**src/rtl/pin_control_dt_pkg.sv**
```systemverilog
// Shared types and constants for the multi-channel dead-time pin controller.
// Imported by the per-channel FSM and the top level.
package pin_control_pkg;

    typedef enum logic [2:0] {
        SAFE  = 3'd0,
        A_ON  = 3'd1,
        DT_AB = 3'd2,
        B_ON  = 3'd3,
        DT_BA = 3'd4
    } pin_state_t;

    localparam int POL_A_BIT = 0;
    localparam int POL_B_BIT = 1;

    // Demand is A only when neither compare match is active.
    function automatic logic demandIsA(input logic matchHigh, input logic matchLow);
        return ~matchHigh & ~matchLow;
    endfunction

endpackage

```
**src/rtl/pin_control_dt_if.sv**
```systemverilog
// Bus between the PWM counter/comparator bank (master) and the pin controller (slave).
// Carries configuration, compare matches and the gate pin outputs.
interface pin_control_dt_if #(
    parameter int N_CHANNELS = 3,
    parameter int DT_WIDTH   = 8
);
    logic [2*N_CHANNELS-1:0] enable_outputs;
    logic                    counter_stopped;
    logic [N_CHANNELS-1:0]   match_high;
    logic [N_CHANNELS-1:0]   match_low;
    logic [DT_WIDTH-1:0]     dead_time;
    logic [1:0]              polarity;
    logic [N_CHANNELS-1:0]   out_a;
    logic [N_CHANNELS-1:0]   out_b;

    modport master (
        output enable_outputs,
        output counter_stopped,
        output match_high,
        output match_low,
        output dead_time,
        output polarity,
        input  out_a,
        input  out_b
    );

    modport slave (
        input  enable_outputs,
        input  counter_stopped,
        input  match_high,
        input  match_low,
        input  dead_time,
        input  polarity,
        output out_a,
        output out_b
    );
endinterface

```
**src/rtl/pin_control_dt_dt_channel.sv**
```systemverilog
// Single complementary channel: demand-following FSM with a dead-time down-counter.
//
//   state | meaning
//   SAFE  | counter stopped, both gates off
//   A_ON  | high-side gate on
//   DT_AB | gap before handing over to B
//   B_ON  | low-side gate on
//   DT_BA | gap before handing over to A
module dt_channel
    import pin_control_pkg::*;
#(
    parameter int DT_WIDTH = 8
) (
    input  logic                clock,
    input  logic                reset,
    input  logic                counterStopped,
    input  logic                demandA,
    input  logic [DT_WIDTH-1:0] deadTime,
    output logic                aLog,
    output logic                bLog
);

    pin_state_t          state;
    pin_state_t          stateNext;
    logic [DT_WIDTH-1:0] count;
    logic [DT_WIDTH-1:0] countNext;
    logic                gapDone;

    // Terminal compare at 1 so the gap is dead_time cycles, and a zero load still costs one cycle.
    assign gapDone = (count <= DT_WIDTH'(1));

    always_comb begin
        stateNext = state;
        countNext = count;
        if (counterStopped) begin
            stateNext = SAFE;
            countNext = '0;
        end else begin
            case (state)
                SAFE: begin
                    stateNext = demandA ? DT_BA : DT_AB;
                    countNext = deadTime;
                end
                A_ON: begin
                    if (!demandA) begin
                        stateNext = DT_AB;
                        countNext = deadTime;
                    end
                end
                B_ON: begin
                    if (demandA) begin
                        stateNext = DT_BA;
                        countNext = deadTime;
                    end
                end
                DT_AB: begin
                    if (demandA) begin
                        stateNext = A_ON;
                        countNext = '0;
                    end else if (gapDone) begin
                        stateNext = B_ON;
                        countNext = '0;
                    end else begin
                        countNext = count - DT_WIDTH'(1);
                    end
                end
                DT_BA: begin
                    if (!demandA) begin
                        stateNext = B_ON;
                        countNext = '0;
                    end else if (gapDone) begin
                        stateNext = A_ON;
                        countNext = '0;
                    end else begin
                        countNext = count - DT_WIDTH'(1);
                    end
                end
                default: begin
                    stateNext = SAFE;
                    countNext = '0;
                end
            endcase
        end
    end

    always_ff @(posedge clock or negedge reset) begin
        if (!reset) begin
            state <= SAFE;
            count <= '0;
        end else begin
            state <= stateNext;
            count <= countNext;
        end
    end

    assign aLog = (state == A_ON);
    assign bLog = (state == B_ON);

endmodule

```
**src/rtl/pin_control_dt.sv**
```systemverilog
// Multi-channel complementary gate driver with dead-time, enable masking and polarity.
// One dt_channel per output pair; gate drive is registered one cycle after the FSM.
module pin_control_dt
    import pin_control_pkg::*;
#(
    parameter int N_CHANNELS = 3,
    parameter int DT_WIDTH   = 8
) (
    input logic             clock,
    input logic             reset,
    pin_control_dt_if.slave pins
);

    logic [N_CHANNELS-1:0] demandA;
    logic [N_CHANNELS-1:0] aLogVec;
    logic [N_CHANNELS-1:0] bLogVec;
    logic [N_CHANNELS-1:0] enableA;
    logic [N_CHANNELS-1:0] enableB;
    logic [N_CHANNELS-1:0] gateA;
    logic [N_CHANNELS-1:0] gateB;

    for (genvar i = 0; i < N_CHANNELS; i++) begin : gChannel
        assign demandA[i] = demandIsA(pins.match_high[i], pins.match_low[i]);
        assign enableA[i] = pins.enable_outputs[2*i];
        assign enableB[i] = pins.enable_outputs[2*i+1];

        dt_channel #(
            .DT_WIDTH(DT_WIDTH)
        ) uChannel (
            .clock          (clock),
            .reset          (reset),
            .counterStopped (pins.counter_stopped),
            .demandA        (demandA[i]),
            .deadTime       (pins.dead_time),
            .aLog           (aLogVec[i]),
            .bLog           (bLogVec[i])
        );
    end

    // Masking does not touch the FSMs; a disabled side simply never drives its gate.
    always_ff @(posedge clock or negedge reset) begin
        if (!reset) begin
            gateA <= '0;
            gateB <= '0;
        end else begin
            gateA <= aLogVec & enableA;
            gateB <= bLogVec & enableB;
        end
    end

    // Polarity is static configuration applied after the register, so the pins sit at
    // their inactive level throughout reset without an async load of a data input.
    assign pins.out_a = gateA ^ {N_CHANNELS{pins.polarity[POL_A_BIT]}};
    assign pins.out_b = gateB ^ {N_CHANNELS{pins.polarity[POL_B_BIT]}};

endmodule

```
**src/flat_wrapper.sv**
```systemverilog
// flat-port wrapper written by rule: the top's interface ports become plain ports
module pin_control_dt_flat import pin_control_pkg::*;
#(
    parameter int N_CHANNELS = 3,
    parameter int DT_WIDTH   = 8
)
  (clock, reset, pins_enable_outputs, pins_counter_stopped, pins_match_high, pins_match_low, pins_dead_time, pins_polarity, pins_out_a, pins_out_b);
  pin_control_dt_if #(.N_CHANNELS(N_CHANNELS), .DT_WIDTH(DT_WIDTH)) pins_i ();
  input logic clock;
  input logic reset;
  input wire logic [$bits(pins_i.enable_outputs)-1:0] pins_enable_outputs;
  input wire logic [$bits(pins_i.counter_stopped)-1:0] pins_counter_stopped;
  input wire logic [$bits(pins_i.match_high)-1:0] pins_match_high;
  input wire logic [$bits(pins_i.match_low)-1:0] pins_match_low;
  input wire logic [$bits(pins_i.dead_time)-1:0] pins_dead_time;
  input wire logic [$bits(pins_i.polarity)-1:0] pins_polarity;
  output wire logic [$bits(pins_i.out_a)-1:0] pins_out_a;
  output wire logic [$bits(pins_i.out_b)-1:0] pins_out_b;
  assign pins_i.enable_outputs = pins_enable_outputs;
  assign pins_i.counter_stopped = pins_counter_stopped;
  assign pins_i.match_high = pins_match_high;
  assign pins_i.match_low = pins_match_low;
  assign pins_i.dead_time = pins_dead_time;
  assign pins_i.polarity = pins_polarity;
  assign pins_out_a = pins_i.out_a;
  assign pins_out_b = pins_i.out_b;
  pin_control_dt #(.N_CHANNELS(N_CHANNELS), .DT_WIDTH(DT_WIDTH)) u_core (.clock(clock), .reset(reset), .pins(pins_i));
endmodule
```
**config.mk**
```make
export PLATFORM = sky130hd
export DESIGN_NAME = pin_control_dt_flat
export DESIGN_NICKNAME = d
export VERILOG_FILES = /design/src/rtl/pin_control_dt_pkg.sv /design/src/rtl/pin_control_dt_if.sv /design/src/rtl/pin_control_dt_dt_channel.sv /design/src/rtl/pin_control_dt.sv /design/src/flat_wrapper.sv
export SDC_FILE = /design/constraint.sdc
export NUM_CORES = 1
export LEC_CHECK = 0
export CELL_PAD_IN_SITES_DETAIL_PLACEMENT = 1
export CELL_PAD_IN_SITES_GLOBAL_PLACEMENT = 1
export CORE_MARGIN = 2
export CORE_UTILIZATION = 38
export DETAILED_ROUTE_END_ITERATION = 10
export GPL_TIMING_DRIVEN = 0
export PLACE_DENSITY = 0.83
export SLEW_MARGIN = 5
export SYNTH_ARGS = -nofsm -noshare
export SYNTH_HDL_FRONTEND = slang
export SYNTH_SLANG_ARGS = --single-unit
```
**constraint.sdc**
```tcl
create_clock -name clock -period 2 [get_ports clock]
set_clock_uncertainty 0.05 [all_clocks]
set_input_delay 0.3 -clock clock [delete_from_list [all_inputs] [get_ports clock]]
set_output_delay 0.3 -clock clock [all_outputs]
set_load 0.02 [all_outputs]
```
Yosys cells after proc, flatten, opt, wreduce, memory -nomap -nowiden:

Index checks and enable logic that the tools add are counted.

* shift-type cells: 0
* equal/unequal tests: 24
* div/mod/pow operators: 0
* add/sub/neg operators: 3
* reductions and logical operators: 9
* mux-type cells: 48
* multiply operators: 0
* bitwise logic cells: 13
* order comparisons: 3

Operator list (count)
* 8-bit two-way mux: 18
* 8-bit case mux with 5 select lines: 3
* 3-bit two-way mux: 24
* 3-bit case mux with 5 select lines: 3
* 8-bit by 1-bit <= comparator with 1-bit output (second input constant): 3
* 4-bit inequality test (second input constant): 6
* 8-bit by 1-bit subtractor with 8-bit output (second input constant): 3
* 3-bit by 2-bit equality test with 1-bit output (second input constant): 6
* 3-bit inequality test (second input constant): 6
* 4-bit AND reduction: 3
* 3-bit by 1-bit equality test with 1-bit output (second input constant): 3
* 3-bit equality test (second input constant): 3
* 3-bit logical NOT: 3
* 3-bit AND: 2
* 1-bit inverter: 6
* 2-bit AND reduction: 3
* 3-bit bitwise XOR: 2
* 1-bit AND: 3

* latch bits: 0
* bits in writable memories: 0
* bits in registers: 39
* memories kept: 0
* memory bits (read-only): 0

Depth between registers and ports, before layout:

Gate-level depths: netlist of the first run.

* depth after elaboration: 5
* depth in mapped cells: 7
* depth with buffers taken out: 7

Cells and area by module:

Synthesis of the first run repeated with hierarchy kept, for this count alone.

* cells, all modules: 288
* area, all modules: 2688.8 sq um

By module, submodules not included
* dt_channel at u_core.gChannel[0].uChannel ...: cells each 89, instances 2, area an instance 813.3 sq um
* dt_channel at u_core.gChannel[2].uChannel: cells each 89, instances 1, area an instance 810.8 sq um
* pin_control_dt: cells each 21, instances 1, area an instance 251.5 sq um

Worst setup path before layout of the first run:

OpenSTA, ideal clock, no wires.

* path kind: flip-flop to flip-flop
* from: register u_core.gChannel[0].uChannel.state[1]
* to: register u_core.gChannel[0].uChannel.count[3]
* setup time: 0.064 ns
* cell stages (with the launch flop): 7
* arrival time: 1.884 ns
* path slack: 0.003 ns
* cells stage by stage: dfrtp_1 buf_6 or3_4 mux2_4 or4_4 o21bai_1 a21o_1

* longest elaborated chain between the ends: 3

RTL lines
* start: declaration: line pin_control_dt_dt_channel.sv:23 `pin_state_t state;`
* start signal: assignment: line pin_control_dt_dt_channel.sv:91 `state <= stateNext;`
* 3-bit equality test (tied with other cells): line pin_control_dt_dt_channel.sv:39 `case (state)`
* 8-bit case mux with 5 select lines or 3-bit inequality test (tied branches)
* 8-bit two-way mux or 2-bit AND reduction (tied branches)
* end signal: assignment: line pin_control_dt_dt_channel.sv:92 `count <= countNext;`
* end: declaration: line pin_control_dt_dt_channel.sv:25 `logic [DT_WIDTH-1:0] count;`

Several ways; a longest one is shown, not always the timed one.
A chain may end at the register's enable or synchronous reset.

Worst setup path in the final report of the first run:

* from: register u_core.gChannel[1].uChannel.count[4]
* to: register u_core.gChannel[1].uChannel.count[4]

* longest elaborated chain between the ends: 5

RTL lines
* start: declaration: line pin_control_dt_dt_channel.sv:25
* start signal: assignment: line pin_control_dt_dt_channel.sv:92
* 8-bit by 1-bit subtractor with 8-bit output or 8-bit by 1-bit <= comparator with 1-bit output (tied branches): line pin_control_dt_dt_channel.sv:64, pin_control_dt_dt_channel.sv:75, pin_control_dt_dt_channel.sv:30
* 8-bit two-way mux (*): line pin_control_dt_dt_channel.sv:60, pin_control_dt_dt_channel.sv:71
* 8-bit two-way mux, on equally long branches: line pin_control_dt_dt_channel.sv:68, pin_control_dt_dt_channel.sv:57
* 8-bit case mux with 5 select lines (*): line pin_control_dt_dt_channel.sv:39
* 8-bit two-way mux (*): line pin_control_dt_dt_channel.sv:35 `if (counterStopped) begin`

Mark *: on every way between the ends. The rest lies on a longest branch, timed or not.

==> metrics.md, run 1 <==
| Metric | Value |
|---|---|
| Clock slew seen by the registers of the worst setup and hold paths | `80 ps` |
| Buffers on Ports | `30` |
| Clk sinks | `39` |
| CTS tree | `built` |
| Final Hold Viols | `0` |
| Layout net count | `~370` |
| Setup WS post-layout | `-25.30 ps` |
| VDD IR max | `between 0.3 and 0.4 mV` |
| Dpl hpwl | `5.217 mm` |
| CP startpoint kind | `register` |
| WP data arrival | `approximately 2200 ps` |
| Via total after detailed routing | `2466` |
| Top_reg_cell synth | `dfrtp_1` |
| Routed WL | `7.854 mm` |
| Number of DRC markers in iteration 0 | `roughly 170` |
| Worst Path Max Fanout | `6` |
| Power Density | `752.0 mW/mm^2` |
| Seq/Total Area, Yosys | `0.3910` |
| Slowest CP cell | `or4_4` |
| Die width | `between 80 and 90 um` |
| Worst slew pin tran | `723.2 ps` |
| Max Slew Vio Count | `0` |
| Row Count | `29` |
| CTS Buffer Depth | `2` |
| First-pass GRT wire length | `13.00 mm` |
| Mean Syn Cell Area | `8.883 um^2` |
| Worst min path class | `in -> reg` |
| Setup violation total in the final timing report | `3` |
| Root buffer cell | `clkbuf_8` |
| Post-Synthesis Net Count | `between 300 and 400` |
| Largest net degree at the start of global routing | `26` |
| Drt pass-1 iters | `4` |
| Worst rel slew slack | `0.5170` |
| Final RePlAce weighted congestion | `0.7909` |
| Failing checks | `negative setup slack` |
| CP required | `between 2000 and 2500 ps` |
| GRT Overall Usage | `0.2212` |
| Die height | `between 80 and 90 um` |
| Mapped Cells | `281` |
| CTS HTree Levels | `2` |
| Starting density of the core | `0.3931` |
| Core Area | `0.006350 mm^2` |
| Delay-heaviest family, CP | `simple AND/OR/NAND/NOR gates` |
| Routed length per placed instance | `19.06 um` |
| Area delta synth->final | `34.79%` |
| Fin crit share | `1.013` |
| Final ANT Viol Nets | `0` |
| Via/cell ratio | `about 6` |
| Vias in the first global route | `2638` |
| Max Cap Viol | `0` |
| Synth Cell Area | `0.002496 mm^2` |
| Crit path cell chain | `or4_4, nor4_4, nand3b_1, buf_6, nor2_1, a221o_1` |
| CP bufs+invs | `1` |
| Final Power | `around 0.0025 W` |
| Clock Latency Late Sink | `300 ps` |
| Ratio of cells with drive above 1 in the final layout | `0.2328` |
| N_diodes | `0` |
| Outcome | `finished with violations` |
| DRC viols | `0` |
| Leak | `between 1 and 1.5 nW` |
| Initial antenna violation count | `0` |
| Element type at the critical path end | `register` |
| Unrepaired setup endpoints after global routing | `true` |
| Io pins | `31` |
| Synth async-reset ratio | `1.000` |
| Minimum clock period after layout | `2025 ps` |
| Register bit total from synthesis | `39` |
| Placement Setup Slack | `-714.9 ps` |
| Highest clock rate | `493.8 MHz` |
| Die area | `0.007234 mm^2` |
| Remaining Overflow, GRT | `0` |
| Post-synth EDFFs | `0` |
| CTS Buf Count | `5` |
| Synth Warn # | `0` |
| Kind of critical path | `reg -> reg` |
| Largest stage delay on the critical path | `slightly below 600 ps` |
| Unique cell type count in the Yosys netlist | `53` |
| Fill count | `727` |
-- report_power, final --
part           total, W  internal [W]  switching, W
clock          0.000707      0.000404      0.000303
combinational  0.000857      0.000395      0.000463
sequential     0.000966      0.000862      0.000104
-- placed cells by master (no fill, tap or decap), drive strengths merged, types with 5 or more instances in the layout --
master / n
a21oi: 13
a221o: 9
a22oi: 6
buf: 20
clkbuf: 11
clkdlybuf4s50: 19
dfrtp: 39
dlygate4sd2: 8
ha: 6
inv: 13
nand2: 19
nand2b: 6
nor2: 31
nor3: 15
nor3b: 8
nor4: 12
o21ai: 15
o21bai: 6
or4: 6
xnor2: 5
xor2: 9
-- flip-flops by register name, summed over array words and instances (netlist names) --
register and cells:
u_core.gateB 3, u_core.gateA 3, u_core.gChannel.uChannel.state 9, u_core.gChannel.uChannel.count 24
-- repair_timing --
action / in CTS / in global routing
resized for setup: 31 / 39
setup endpoints to repair: 32 / 25
pin swaps: 13 / 13
hold buffers: 1 / 0
buffers inserted: 12 / 4
endpoints found under the hold margin: 14 / 0
-- metal layers --
metal	vias up	part of all wire	global-route usage
met2	76	0.49	0.3686
met3	16	0.050	0.03307
met4	0	0.022	0.06782
met5	-	0	0
met1	1219	0.44	0.2968
li1	1155	-	-
-- cell type report --
class | count | area [um^2] | area share
Buffer | 7 | 33.78 | 0.01004
Multi-Input combinational cell | 220 | 1639 | 0.4872
Clock buffer | 6 | 82.58 | 0.02454
Timing Repair Buffer | 48 | 447.9 | 0.1331
Sequential cell | 39 | 980.9 | 0.2916
Inverter | 13 | 48.80 | 0.01450
Clock inverter | 2 | 35.03 | 0.01041
Tap cell | 77 | 96.34 | 0.02864
-- worst reg2reg max path: cells and delay by family, from the launching register on --
family | cells | cell delay [ps]
simple gates | 4 | 1010
flops | 1 | 400
buf+inv | 1 | 170
compound gates | 1 | 290
-- synth_stat cells (2+ instances only) --
cell	instances	share of area
nand2_1	19	0.029
nor4_1	11	0.028
ha_1	6	0.030
o21ai_0	15	0.030
nor2_1	31	0.047
dfrtp_1	39	0.39
o21bai_1	6	0.018
or3_1	3	0.0075
a21oi_1	13	0.026
a21o_1	3	0.0090
clkbuf_1	6	0.0090
a31oi_1	2	0.0050
a22oi_1	6	0.018
nor3_1	15	0.030
a32oi_1	4	0.014
a221o_1	9	0.036
o2bb2ai_1	3	0.011
o21a_1	4	0.012
or2_2	3	0.0075
o31ai_1	2	0.0060
nand3_1	3	0.0060
nor3b_1	8	0.024
a211oi_1	4	0.012
xnor2_1	5	0.018
xor2_1	9	0.032
nand2b_1	6	0.015
nor2b_1	3	0.0075
o22ai_1	2	0.0050
or4_1	5	0.015
inv_1	13	0.020
-- metrics by stage --
step	instances	hold slack [ps]	area, um^2	setup TNS, ps	utilization
2_1_floorplan	281	-45.59	2496	0	-
3_3_place_gp	388	476.4	2893	-32320	0.4556
3_5_place_dp	389	192.2	2908	-13310	0.4579
4_1_cts	409	335.5	3204	-210.8	0.5046
5_1_grt	412	247.0	3364	-515.5	0.5299
6_report	412	242.1	3364	-49.13	0.5299
-- cells by family after synthesis --
kind of cell / after synthesis / synth area share
AOI/OAI and AO/OA: 81 / 0.2301
buffers and inverters: 22 / 0.03659
muxes: 2 / 0.01002
adders and majority gates: 6 / 0.03007
xor gates and xnor gates: 14 / 0.04912
DFF: 39 / 0.3910
and+or+nand+nor: 117 / 0.2531
-- worst paths after layout --
path | from | to | slack (ps) | depth (start not counted)
min | pins_match_low[1] | u_core.gChannel[1].uChannel.state[2]$_DFFE_PN0P_ | 240 | 2
max in group asynchronous | reset | u_core.gChannel[1].uChannel.count[0]$_DFFE_PN0P_ | 1020 | 3
max reg2reg | u_core.gChannel[1].uChannel.count[4]$_DFFE_PN0P_ | u_core.gChannel[1].uChannel.count[4]$_DFFE_PN0P_ | -30 | 6
min reg2reg | u_core.gChannel[2].uChannel.count[2]$_DFFE_PN0P_ | u_core.gChannel[2].uChannel.count[2]$_DFFE_PN0P_ | 530 | 1
max | u_core.gChannel[1].uChannel.count[4]$_DFFE_PN0P_ | u_core.gChannel[1].uChannel.count[4]$_DFFE_PN0P_ | -30 | 6
min in group asynchronous | reset | u_core.gChannel[0].uChannel.count[5]$_DFFE_PN0P_ | 390 | 2
Power figures use the tool's default switching activity.
==> inputs of run 2 (changes only) <==
--- a/config.mk
+++ b/config.mk
@@ -7,12 +7,14 @@
 export LEC_CHECK = 0
 export CELL_PAD_IN_SITES_DETAIL_PLACEMENT = 1
 export CELL_PAD_IN_SITES_GLOBAL_PLACEMENT = 1
-export CORE_MARGIN = 2
+export CORE_MARGIN = 3
 export CORE_UTILIZATION = 38
 export DETAILED_ROUTE_END_ITERATION = 10
 export GPL_TIMING_DRIVEN = 0
+export MAX_ROUTING_LAYER = met4
 export PLACE_DENSITY = 0.83
 export SLEW_MARGIN = 5
 export SYNTH_ARGS = -nofsm -noshare
 export SYNTH_HDL_FRONTEND = slang
 export SYNTH_SLANG_ARGS = --single-unit
+export TNS_END_PERCENT = 20
==> metrics.md, run 2 (synthesis results as in run 1) <==
| Metric | Value |
|---|---|
| Outcome | `finished with violations` |
| Element type at the critical path end | `register` |
| Commonest cells after routing, fill and taps aside | `dfrtp_1 (37), nor2_1 (27), clkdlybuf4s50_1 (21)` |
| Starting density of the core | `0.4071 (+0.01404)` |
| Ratio of cells with drive above 1 in the final layout | `0.1733 (-0.05958)` |
| Fin cells | `404 (-1.9%)` |
| CP bufs+invs | `1 (unchanged)` |
| VDD IR max | `0.3588 mV (+5.7%)` |
| Via total after detailed routing | `2416 (-2.0%)` |
| Buffers on Ports | `30 (unchanged)` |
| Minimum clock period after layout | `2085 ps (+59.95 ps)` |
| Core Area | `0.006131 mm^2 (-3.4%)` |
| Clock slew seen by the registers of the worst setup and hold paths | `80 ps (about the same)` |
| Io pins | `31 (unchanged)` |
| Routed length per placed instance | `19.08 um (about the same)` |
| Dpl hpwl | `5.180 mm (-0.71%)` |
| Placement Setup Slack | `-657.2 ps (+57.68 ps)` |
| Largest register by flop count | `u_core.gChannel.uChannel.count` |
| Drt pass-1 iters | `4 (unchanged)` |
| Final Power | `0.002289 W (-9.6%)` |
| Failing checks | `negative setup slack` |
| First-pass GRT wire length | `12.60 mm (-3.1%)` |
| Worst Path Max Fanout | `5 (-1)` |
| Clock Latency Late Sink | `300 ps (about the same)` |
| P_sw | `0.0008272 W (-4.8%)` |
| Crit path cell chain | `clkdlybuf4s50_1, or3_1, o22ai_1, or4bb_1, o21ai_0, a22o_1` |
| Highest clock rate | `479.6 MHz (-2.9%)` |
| Remaining Overflow, GRT | `0 (unchanged)` |
| Final RePlAce weighted congestion | `0.7942 (+0.42%)` |
| Setup violation total in the final timing report | `3 (unchanged)` |
| Switching share of power | `0.3615 (+0.01787)` |
| Via/cell ratio | `5.980 (about the same)` |
| GRT Overall Usage | `0.2157 (-0.005459)` |
| Number of DRC markers in iteration 0 | `118 (-28%)` |
| Clk network pwr share | `0.232 (-0.047)` |
| Dpl cells | `387 (-0.51%)` |
| CP startpoint kind | `primary input` |
| Max Cap Viol | `0 (unchanged)` |
| Leak | `1.333 nW (-4.4%)` |
| Area delta synth->final | `28.87%` |
| Commonest non-fill, non-tap cell in the layout | `dfrtp_1` |
| CTS Buffer Depth | `2 (unchanged)` |
| CTS Buf Count | `5 (unchanged)` |
| Pint | `0.001461 W (-12%)` |
| Delay-heaviest family, CP | `simple AND/OR/NAND/NOR gates` |
| Die area | `0.007578 mm^2 (+4.8%)` |
| Clk sinks | `39 (unchanged)` |
| Met3 Wirelength | `188 um (-52%)` |
| Max reg flops | `24 (unchanged)` |
| Final Hold Viols | `0 (unchanged)` |
| Power Density | `711.4 mW/mm^2 (-5.4%)` |
| CTS HTree Levels | `2 (unchanged)` |
| Final ANT Viol Nets | `0 (unchanged)` |
| Largest registers | `u_core.gChannel.uChannel.count (24), u_core.gChannel.uChannel.state (9)` |
| Vias in the first global route | `2533 (-4.0%)` |
| Combinational Power Share | `0.348 (+0.009)` |
| CTS tree | `built` |
| Worst slew pin tran | `733.7 ps (+10.43 ps)` |
| Layout net count | `359 (-1.6%)` |
| Met2 WL | `4.002 mm (+4.4%)` |
| Register area | `978.4 um^2 (-0.26%)` |
| Worst min path class | `in -> async` |
| Worst rel slew slack | `0.5064 (-0.01058)` |
| WP data arrival | `2270 ps (+110 ps)` |
| Die height | `87.05 um (+2.4%)` |
| Setup WS post-layout | `-85.25 ps (-59.95 ps)` |
| Fill count | `720 (-0.96%)` |
| Sequential power share | `0.420 (+0.038)` |
| CP required | `2180 ps (+40 ps)` |
| Routed length on met1 | `3.360 mm (-2.6%)` |
| Kind of critical path | `in -> reg` |
| Unrepaired setup endpoints after global routing | `true` |
| N_diodes | `0 (unchanged)` |
| Largest stage delay on the critical path | `460 ps (-120 ps)` |
| Max Slew Vio Count | `0 (unchanged)` |
| Area occupied by multi-input gates | `0.001583 mm^2 (-3.4%)` |
| Die width | `87.05 um (+2.4%)` |
| Largest net degree at the start of global routing | `35 (+35%)` |
| Initial antenna violation count | `0 (unchanged)` |
| Worst hold slack | `309.2 ps (+67.13 ps)` |
| Top sig layer | `met4` |
| Row Count | `28 (-3.4%)` |
| DRC viols | `0 (unchanged)` |
| Slowest CP cell | `clkdlybuf4s50_1` |
| Root buffer cell | `clkbuf_8` |
| Routed WL | `7.708 mm (-1.9%)` |
| Fin crit share | `1.043 (+0.02998)` |
## run 2: cell types whose count changed in the layout (fill, tap and decap cells not counted), moves of 3 or more
cell | before | now
buf_4 | 14 | 8
inv_1 | 9 | 12
ha_2 | 3 | 0
inv_2 | 4 | 1
ha_1 | 1 | 5
nor2_4 | 3 | 0
clkbuf_1 | 3 | 6
## run 2: final timing paths
check,end,slack (ps),from,cells past startpoint
worst max-delay path,u_core.gChannel[1].uChannel.count[2]$_DFFE_PN0P_,-90,pins_match_low[1],6
worst min-delay path,u_core.gChannel[2].uChannel.count[5]$_DFFE_PN0P_,310,reset,2
worst max register to register,u_core.gChannel[0].uChannel.count[3]$_DFFE_PN0P_,-60,u_core.gChannel[0].uChannel.state[1]$_DFFE_PN0P_,5
worst min register to register,u_core.gChannel[2].uChannel.count[2]$_DFFE_PN0P_,510,u_core.gChannel[2].uChannel.count[2]$_DFFE_PN0P_,1
max in group asynchronous,u_core.gChannel[1].uChannel.count[0]$_DFFE_PN0P_,1140,reset,3
min in group clock,u_core.gChannel[0].uChannel.state[2]$_DFFE_PN0P_,310,pins_match_high[0],2
## run 2: cell type report
cell class,instances,share of cell area
multi-input combinational,220,0.4920
sequential,39,0.3042
inverter,13,0.01517
clock inverter,1,0.001556
timing repair buffer,42,0.1249
buffer,7,0.009335
clock buffer,7,0.02373
tap,75,0.02917
## run 2: timing repair
item	4_1_cts	5_1_grt
hold buffers	1	0
gates resized for setup	27	24
pin swaps	5	8
hold endpoints to repair	5	0
setup endpoints to repair	34	28
setup buffers	7	3
## run 2: per-stage QoR
step,utilization,TNS (ps),cell area [um^2]
2_1_floorplan,-,0,2496
3_3_place_gp,0.4714,-30540,2890
3_5_place_dp,0.4739,-13300,2905
4_1_cts,0.5098,-1076,3126
5_1_grt,0.5247,-1359,3217
6_report,0.5247,-173.2,3217
## run 2: power by group through the flow
| stage | logic, W | registers [W] | clock network, W |
|---|---|---|---|
| CTS | 0.000737 | 0.000950 | 0.000537 |
| finish | 0.000797 | 0.000962 | 0.000530 |
| global route | 0.000876 | 0.000976 | 0.000570 |
| detailed placement | 0.000669 | 0.000960 | 0 |
| floorplan | 0.000454 | 0.000937 | 0 |
| global placement | 0.000643 | 0.000957 | 0 |
## run 2: worst reg2reg max path: stages, from the launching register on
cell and delay, ps:
dfrtp_1 410, or3_4 390, mux2_4 320, or4_4 570
o21bai_1 170, a21o_1 120
## run 2: per-layer routing
metal / track usage / vias to the layer above
li1: - / 1146
met1: 0.2670 / 1217
met2: 0.3747 / 34
met3: 0.02744 / 19
met4: 0.04816 / 0
met5: - / -
